===== src/rtl/step_pulse_generator.sv =====
// Step/direction pulse generator: pops motion records from a FIFO and plays them out on 4 motor channels.
// Build option STEP_GEN_UNDERRUN_COUNT_EN adds an 8-bit saturating FIFO-starvation counter output.
module step_pulse_generator #(
  parameter int STEP_PERIOD = 1000,
  parameter int PULSE_WIDTH = 100,
  parameter int DIR_SETUP   = 50
) (
  input  logic        clk,
  input  logic        reset,
  input  logic        enable,
  input  logic        fifo_empty,
  input  logic [15:0] fifo_data,
  output logic        fifo_read_en,
  output logic [3:0]  step_out,
  output logic [3:0]  dir_out,
  output logic        busy,
  output logic        segment_done
`ifdef STEP_GEN_UNDERRUN_COUNT_EN
  ,
  output logic [7:0]  underrun_count
`endif
);

  localparam int TMAX = (STEP_PERIOD > DIR_SETUP) ? STEP_PERIOD : DIR_SETUP;
  localparam int TW   = $clog2(TMAX + 1);

  // Timers count down to zero, so each reload is the phase length minus one.
  localparam logic [TW-1:0] SETUP_LD = TW'(DIR_SETUP - 1);
  localparam logic [TW-1:0] HIGH_LD  = TW'(PULSE_WIDTH - 1);
  localparam logic [TW-1:0] LOW_LD   = TW'(STEP_PERIOD - PULSE_WIDTH - 1);
  localparam logic [TW-1:0] DWELL_LD = TW'(STEP_PERIOD - 1);

  typedef enum logic [2:0] {IDLE, LATCH, SETUP, HIGH, LOW} state_t;

  state_t          state_q, state_d;
  logic [TW-1:0]   timer_q, timer_d;
  logic [3:0]      mask_q, mask_d;
  logic [3:0]      dir_q, dir_d;
  logic [7:0]      count_q, count_d;
  logic            seg_done_q, seg_done_d;

  always_comb begin
    state_d      = state_q;
    timer_d      = timer_q;
    mask_d       = mask_q;
    dir_d        = dir_q;
    count_d      = count_q;
    seg_done_d   = 1'b0;
    fifo_read_en = 1'b0;
    case (state_q)
      IDLE: begin
        fifo_read_en = enable & ~fifo_empty & ~reset;
        if (fifo_read_en) state_d = LATCH;
      end
      LATCH: begin
        mask_d  = fifo_data[3:0];
        dir_d   = fifo_data[7:4];
        count_d = fifo_data[15:8];
        timer_d = SETUP_LD;
        state_d = SETUP;
      end
      SETUP: begin
        if (timer_q == '0) begin
          // A zero count is a pure dwell: one silent step period.
          if (count_q != 8'd0) begin
            state_d = HIGH;
            timer_d = HIGH_LD;
          end else begin
            state_d = LOW;
            timer_d = DWELL_LD;
          end
        end else begin
          timer_d = timer_q - TW'(1);
        end
      end
      HIGH: begin
        if (timer_q == '0) begin
          state_d = LOW;
          timer_d = LOW_LD;
        end else begin
          timer_d = timer_q - TW'(1);
        end
      end
      LOW: begin
        if (timer_q == '0) begin
          if (count_q <= 8'd1) begin
            count_d    = 8'd0;
            state_d    = IDLE;
            seg_done_d = 1'b1;
          end else begin
            count_d = count_q - 8'd1;
            state_d = HIGH;
            timer_d = HIGH_LD;
          end
        end else begin
          timer_d = timer_q - TW'(1);
        end
      end
      default: state_d = IDLE;
    endcase
  end

  always_ff @(posedge clk) begin
    if (reset) begin
      state_q    <= IDLE;
      timer_q    <= '0;
      mask_q     <= 4'd0;
      dir_q      <= 4'd0;
      count_q    <= 8'd0;
      seg_done_q <= 1'b0;
    end else begin
      state_q    <= state_d;
      timer_q    <= timer_d;
      mask_q     <= mask_d;
      dir_q      <= dir_d;
      count_q    <= count_d;
      seg_done_q <= seg_done_d;
    end
  end

  assign step_out     = (state_q == HIGH) ? mask_q : 4'd0;
  assign dir_out      = dir_q;
  assign busy         = (state_q != IDLE);
  assign segment_done = seg_done_q;

`ifdef STEP_GEN_UNDERRUN_COUNT_EN
  logic [7:0] underrun_q, underrun_d;

  // Segment finished while motion was wanted but no record was waiting.
  always_comb begin
    underrun_d = underrun_q;
    if (seg_done_q && enable && fifo_empty && (underrun_q != 8'hFF))
      underrun_d = underrun_q + 8'd1;
  end

  always_ff @(posedge clk) begin
    if (reset) underrun_q <= 8'd0;
    else       underrun_q <= underrun_d;
  end

  assign underrun_count = underrun_q;
`endif

endmodule


===== config.mk =====
export PLATFORM = sky130hd
export DESIGN_NAME = step_pulse_generator
export DESIGN_NICKNAME = d
export VERILOG_FILES = /design/src/rtl/step_pulse_generator.sv
export SDC_FILE = /design/constraint.sdc
export NUM_CORES = 1
export LEC_CHECK = 0
export ABC_AREA = 1
export CAP_MARGIN = 0
export CORE_MARGIN = 1
export CORE_UTILIZATION = 55
export CTS_CLUSTER_SIZE = 20
export DETAILED_ROUTE_END_ITERATION = 12
export MAX_ROUTING_LAYER = met4
export PLACE_DENSITY = 0.82
export SETUP_SLACK_MARGIN = 0.1
export SLEW_MARGIN = 15
export SYNTH_ARGS = -nofsm -noshare
export SYNTH_HDL_FRONTEND = slang
export SYNTH_SLANG_ARGS = --single-unit

===== constraint.sdc =====
create_clock -name clk -period 4.1 [get_ports clk]
set_input_delay 1.025 -clock clk [delete_from_list [all_inputs] [get_ports clk]]
set_output_delay 1.025 -clock clk [all_outputs]
set_load 0.01 [all_outputs]

# Yosys cells after proc, flatten, opt, wreduce, memory -nomap -nowiden
# Index checks and enable logic that the tools add are counted.
[totals] out_inout_bits=11 mem_bits_ro=0 inputBits=20 register_bits=30 ramBits=0 latch_bits=0 mem_count=0
[op_classes] addsub=2 div=0 multipliers=0 eq_ne=9 shift=0 magnitude_cmp=1 n_reduce_logical=10 muxes=19 bitwise_logic=6
[op_table] operator="10-bit two-way mux" count=5
[op_table] operator="10-bit case mux with 4 select lines" count=1
[op_table] operator="8-bit two-way mux" count=2
[op_table] operator="8-bit case mux with 2 select lines" count=1
[op_table] operator="3-bit two-way mux" count=5
[op_table] operator="3-bit case mux with 5 select lines" count=1
[op_table] operator="10-bit logical NOT" count=1
[op_table] operator="10-bit by 1-bit subtractor with 10-bit output, second input constant" count=1
[op_table] operator="8-bit by 1-bit less-or-equal comparator with 1-bit output, second input constant" count=1
[op_table] operator="2-bit inequality test, second input constant" count=4
[op_table] operator="8-bit nonzero test" count=1
[op_table] operator="8-bit by 1-bit subtractor with 8-bit output, second input constant" count=1
[op_table] operator="3-bit by 2-bit equality test with 1-bit output, second input constant" count=2
[op_table] operator="4-bit two-way mux" count=1
[op_table] operator="1-bit inverter" count=4
[op_table] operator="2-bit AND reduction" count=2
[op_table] operator="4-bit AND reduction" count=1
[op_table] operator="4-bit nonzero test" count=1
[op_table] operator="3-bit by 1-bit equality test with 1-bit output, second input constant" count=1
[op_table] operator="3-bit equality test, second input constant" count=1
[op_table] operator="3-bit logical NOT" count=1
[op_table] operator="3-bit inequality test, second input constant" count=1
[op_table] operator="3-bit nonzero test" count=1
[op_table] operator="3-bit OR reduction" count=1
[op_table] operator="4 further kinds" count=6

# Depth between registers and ports, before layout
[logic_depth] depth_word=5 mapped_depth=11 depth_no_buf=11

# Least setup slack after synthesis
# OpenSTA, ideal clock, no wires.
[synth_timing] path_type="input to output" start="in fifo_empty" end="out fifo_read_en" arrival_time_ps=1348 required_ps=3075 path_slack_ps=1727 path_stages=2 path_cell_list="nand3b_1 > nor2_1"
[synth_via] elab_chain_cells=4
[synth_rtl] element="from (decl)" line_no="11" source="input logic fifo_empty,"
[synth_rtl] element="1-bit inverter" line_no="52" source="fifo_read_en = enable & ~fifo_empty & ~reset;"
[synth_rtl] element="1-bit bitwise AND (2 in series)" line_no="52"
[synth_rtl] element="1-bit two-way mux" line_no="50" source="case (state_q)"
[synth_rtl] element="to (decl)" line_no="13" source="output logic fifo_read_en,"
# Every way passes these cells.

# Worst setup path in the final report
[layout_timing] start="in reset" end="out fifo_read_en"
[layout_via] elab_chain_cells=3
[layout_rtl] element="from (decl)" line_no="9" source="input logic reset,"
[layout_rtl] element="1-bit inverter" line_no="52"
[layout_rtl] element="1-bit bitwise AND" line_no="52"
[layout_rtl] element="1-bit two-way mux" line_no="50"
# Every way passes these cells.

==> metrics.md <==
| Metric | Value |
|---|---|
| I/O Buffers | 30 |
| Min-Delay Path Depth | 2 |
| Static Leak | 1.04 nW |
| Total number of vias | 1,797 |
| DRC violations left | 0 |
| Crit path DAT | 2.43 ns |
| Worst Max-Slew Pin Slew | 0.434 ns |
| Synth top area cells | dfxtp_1 33%, nand2_1 13%, nor2_1 9.5% |
| RR Endpoint | count_q[3] |
| I/O pin total | 31 |
| Synth warnings | 0 |
| Reg-to-Reg Start | state_q[0] |
| Cells after synthesis | 276 |
| Worst-path fanout max | 11 |
| Die height | 59.6 µm |
| H-tree levels | 2 |
| Worst Hold Path EP | dir_out[1] |
| CTS max path bufs | 2 |
| Fillcell total | 285 |
| CTS tree | yes |
| PwrDens | 419 nW/µm² |
| Initial Util | 0.589 |
| Initial antenna violation count | 0 |
| Core Region | 3100 µm² |
| Grt ovf | 0 |
| Clock Sinks | 30 |
| Slew HR | 0.710 |
| Unique masters post-synth | 27 |
| Total track usage | 0.267 |
| DRT antenna net count | 0 |
| Mapped cell area | 1830 µm² |
| Sequential fraction of the synthesis area | 0.329 |
| Final setup fails | 0 |
| DRT iter0 DRCs | 85 |
| Crit start category | input pin |
| Final hold vios | 0 |
| Maxcap violations | 0 |
| Number of global-route vias before repair | 1,582 |
| Critical path class | input pin to output port |
| CTS root buffer | clkbuf_4 |
| # resized after CTS | 0 |
| Die Area | 3560 µm² |
| Dpl cells | 346 |
| Avg Cell Area, Syn | 6.62 µm² |
| Commonest non-fill, non-tap cell in the layout | nand2_1 |
| Most frequent cells in the layout | 65 x nand2_1, 46 x nor2_1, 30 x dfxtp_1, 30 x clkdlybuf4s50_1, 27 x inv_1 |
| Clk_skew | 0.0110 ns |
| Worst-Skew Late Latency | 0.34 ns |
| Post-DP HPWL | 2.94 mm |
| R2R Setup Slk | 2.30 ns |
| RSZ-0062 raised after global routing | false |
| First-pass GRT wire length | 6.72 mm |
| CP endpoint kind | output port |
| Largest net degree at the start of global routing | 21 |
| Yosys top cell area share | 0.329 |
| Worst reg2reg path depth | 8 |
| Share of cells above drive strength 1 | 0.106 |
| Setup TNS Final | 0 ns |
| Total Routed Length | 4.02 mm |
| Hold Crit Class | register to register |
| Clock-pin slew on the worst setup and hold paths | 0.08 ns |
| Postcts setup bufs | 0 |
| Die W | 59.6 µm |
| Minimum clock period | 3.46 ns |
| Fmax | 289 MHz |
| GP Congestion | 0.899 |
| Syn nets | 300 |
| Diode count | 0 |
| Finished Layout Cells | 354 |
| Worst min-delay path startpoint | dir_out[1] |
| Worst IR Drop VDD | 287 µV |
| Wire per inst | 11.4 µm |
| FF+latch count, synth | 30 |
| Req. time, crit path | 3.07 ns |
| Vias per std cell | 5.08 |
| Outcome | completed |
| Row count | 20 |
| # nets final | 333 |
| CTS buffer count | 5 |
| Post-synth top area cell | dfxtp_1 |
| DRT Pass-1 Iters | 4 |
| Area Overhead vs Synth | 21.4% |
| CTS Hold Buffers Added | 0 |
| Fin. max-slew vios | 0 |
| Crit share post-route | 0.843 |
stage by stage:
step / power, mW / cell area (µm²) / hold WS (ns) / util / worst slack (ns)
floorplan: 0.650 / 1830 / 0.430 / - / 1.73
global placement: 0.735 / 2160 / 0.432 / 0.696 / 0.686
detailed placement: 0.742 / 2160 / 0.438 / 0.696 / 0.644
CTS: 0.928 / 2220 / 0.451 / 0.715 / 0.642
global route: 1.00 / 2220 / 0.481 / 0.715 / 0.578
finish: 0.929 / 2220 / 0.447 / 0.715 / 0.645
worst max-delay path, stage by stage:
cell,delay (ns)
clkdlybuf4s50_1,0.40
buf_4,0.18
inv_1,0.08
nand3b_1,0.11
nor2_1,0.10
clkdlybuf4s50_1,0.53
registers in the layout, summed over array words and instances (netlist names):
name	cells
timer_q	10
count_q	8
dir_out	4
mask_q	4
state_q	3
segment_done	1
how the worst max path moves through the flow:
stage / startpoint / to / depth (start not counted)
after global routing: reset / fifo_read_en / 6
final: reset / fifo_read_en / 6
after CTS: reset / fifo_read_en / 6
after global placement: reset / fifo_read_en / 6
after floorplan: fifo_empty / fifo_read_en / 2
after detailed placement: reset / fifo_read_en / 6
kinds of logic (layout without fill, tap and decap cells):
kind of cell / count (synthesis) / after routing / share of synthesized area
compound gates: 47 / 47 / 0.132
xor+xnor: 7 / 7 / 0.0336
fa+ha+maj: 4 / 4 / 0.0274
buf+inv: 37 / 71 / 0.0849
flops: 30 / 30 / 0.329
simple gates: 151 / 151 / 0.393
report_power, final:
group          total [mW]  internal, mW  switching, mW
combinational       0.389         0.153          0.236
sequential          0.354         0.325         0.0294
clock               0.186        0.0829          0.103
Yosys cell counts (all sizes together):
| cell type | count |
|---|---|
| clkbuf | 3 |
| a21oi | 18 |
| dfxtp | 30 |
| a21boi | 1 |
| xnor2 | 3 |
| xor2 | 4 |
| inv | 31 |
| nor3 | 1 |
| o21ai | 28 |
| buf | 3 |
| nor2 | 52 |
| ha | 4 |
| nand4 | 4 |
| nand3b | 2 |
| nand3 | 22 |
| nand2 | 70 |
layer usage:
layer  vias to the layer above  track usage  part of all wire
met5                         -            -                 0
met2                        45        0.440              0.47
met3                        11       0.0786             0.046
li1                        948            -                 -
met1                       793        0.301              0.46
met4                         0        0.113             0.022
area by class of cell:
cell class	count	area [µm²]	share of cell area
well taps	44	55.1	0.0248
repair buffers	32	315	0.142
clock inverters	1	5.00	0.00226
clock buffers	7	55.1	0.0248
flip-flops and latches	30	601	0.271
multi-input cells	209	1070	0.483
inverters	31	116	0.0525
Note: power is estimated with default switching activity, not from simulation.
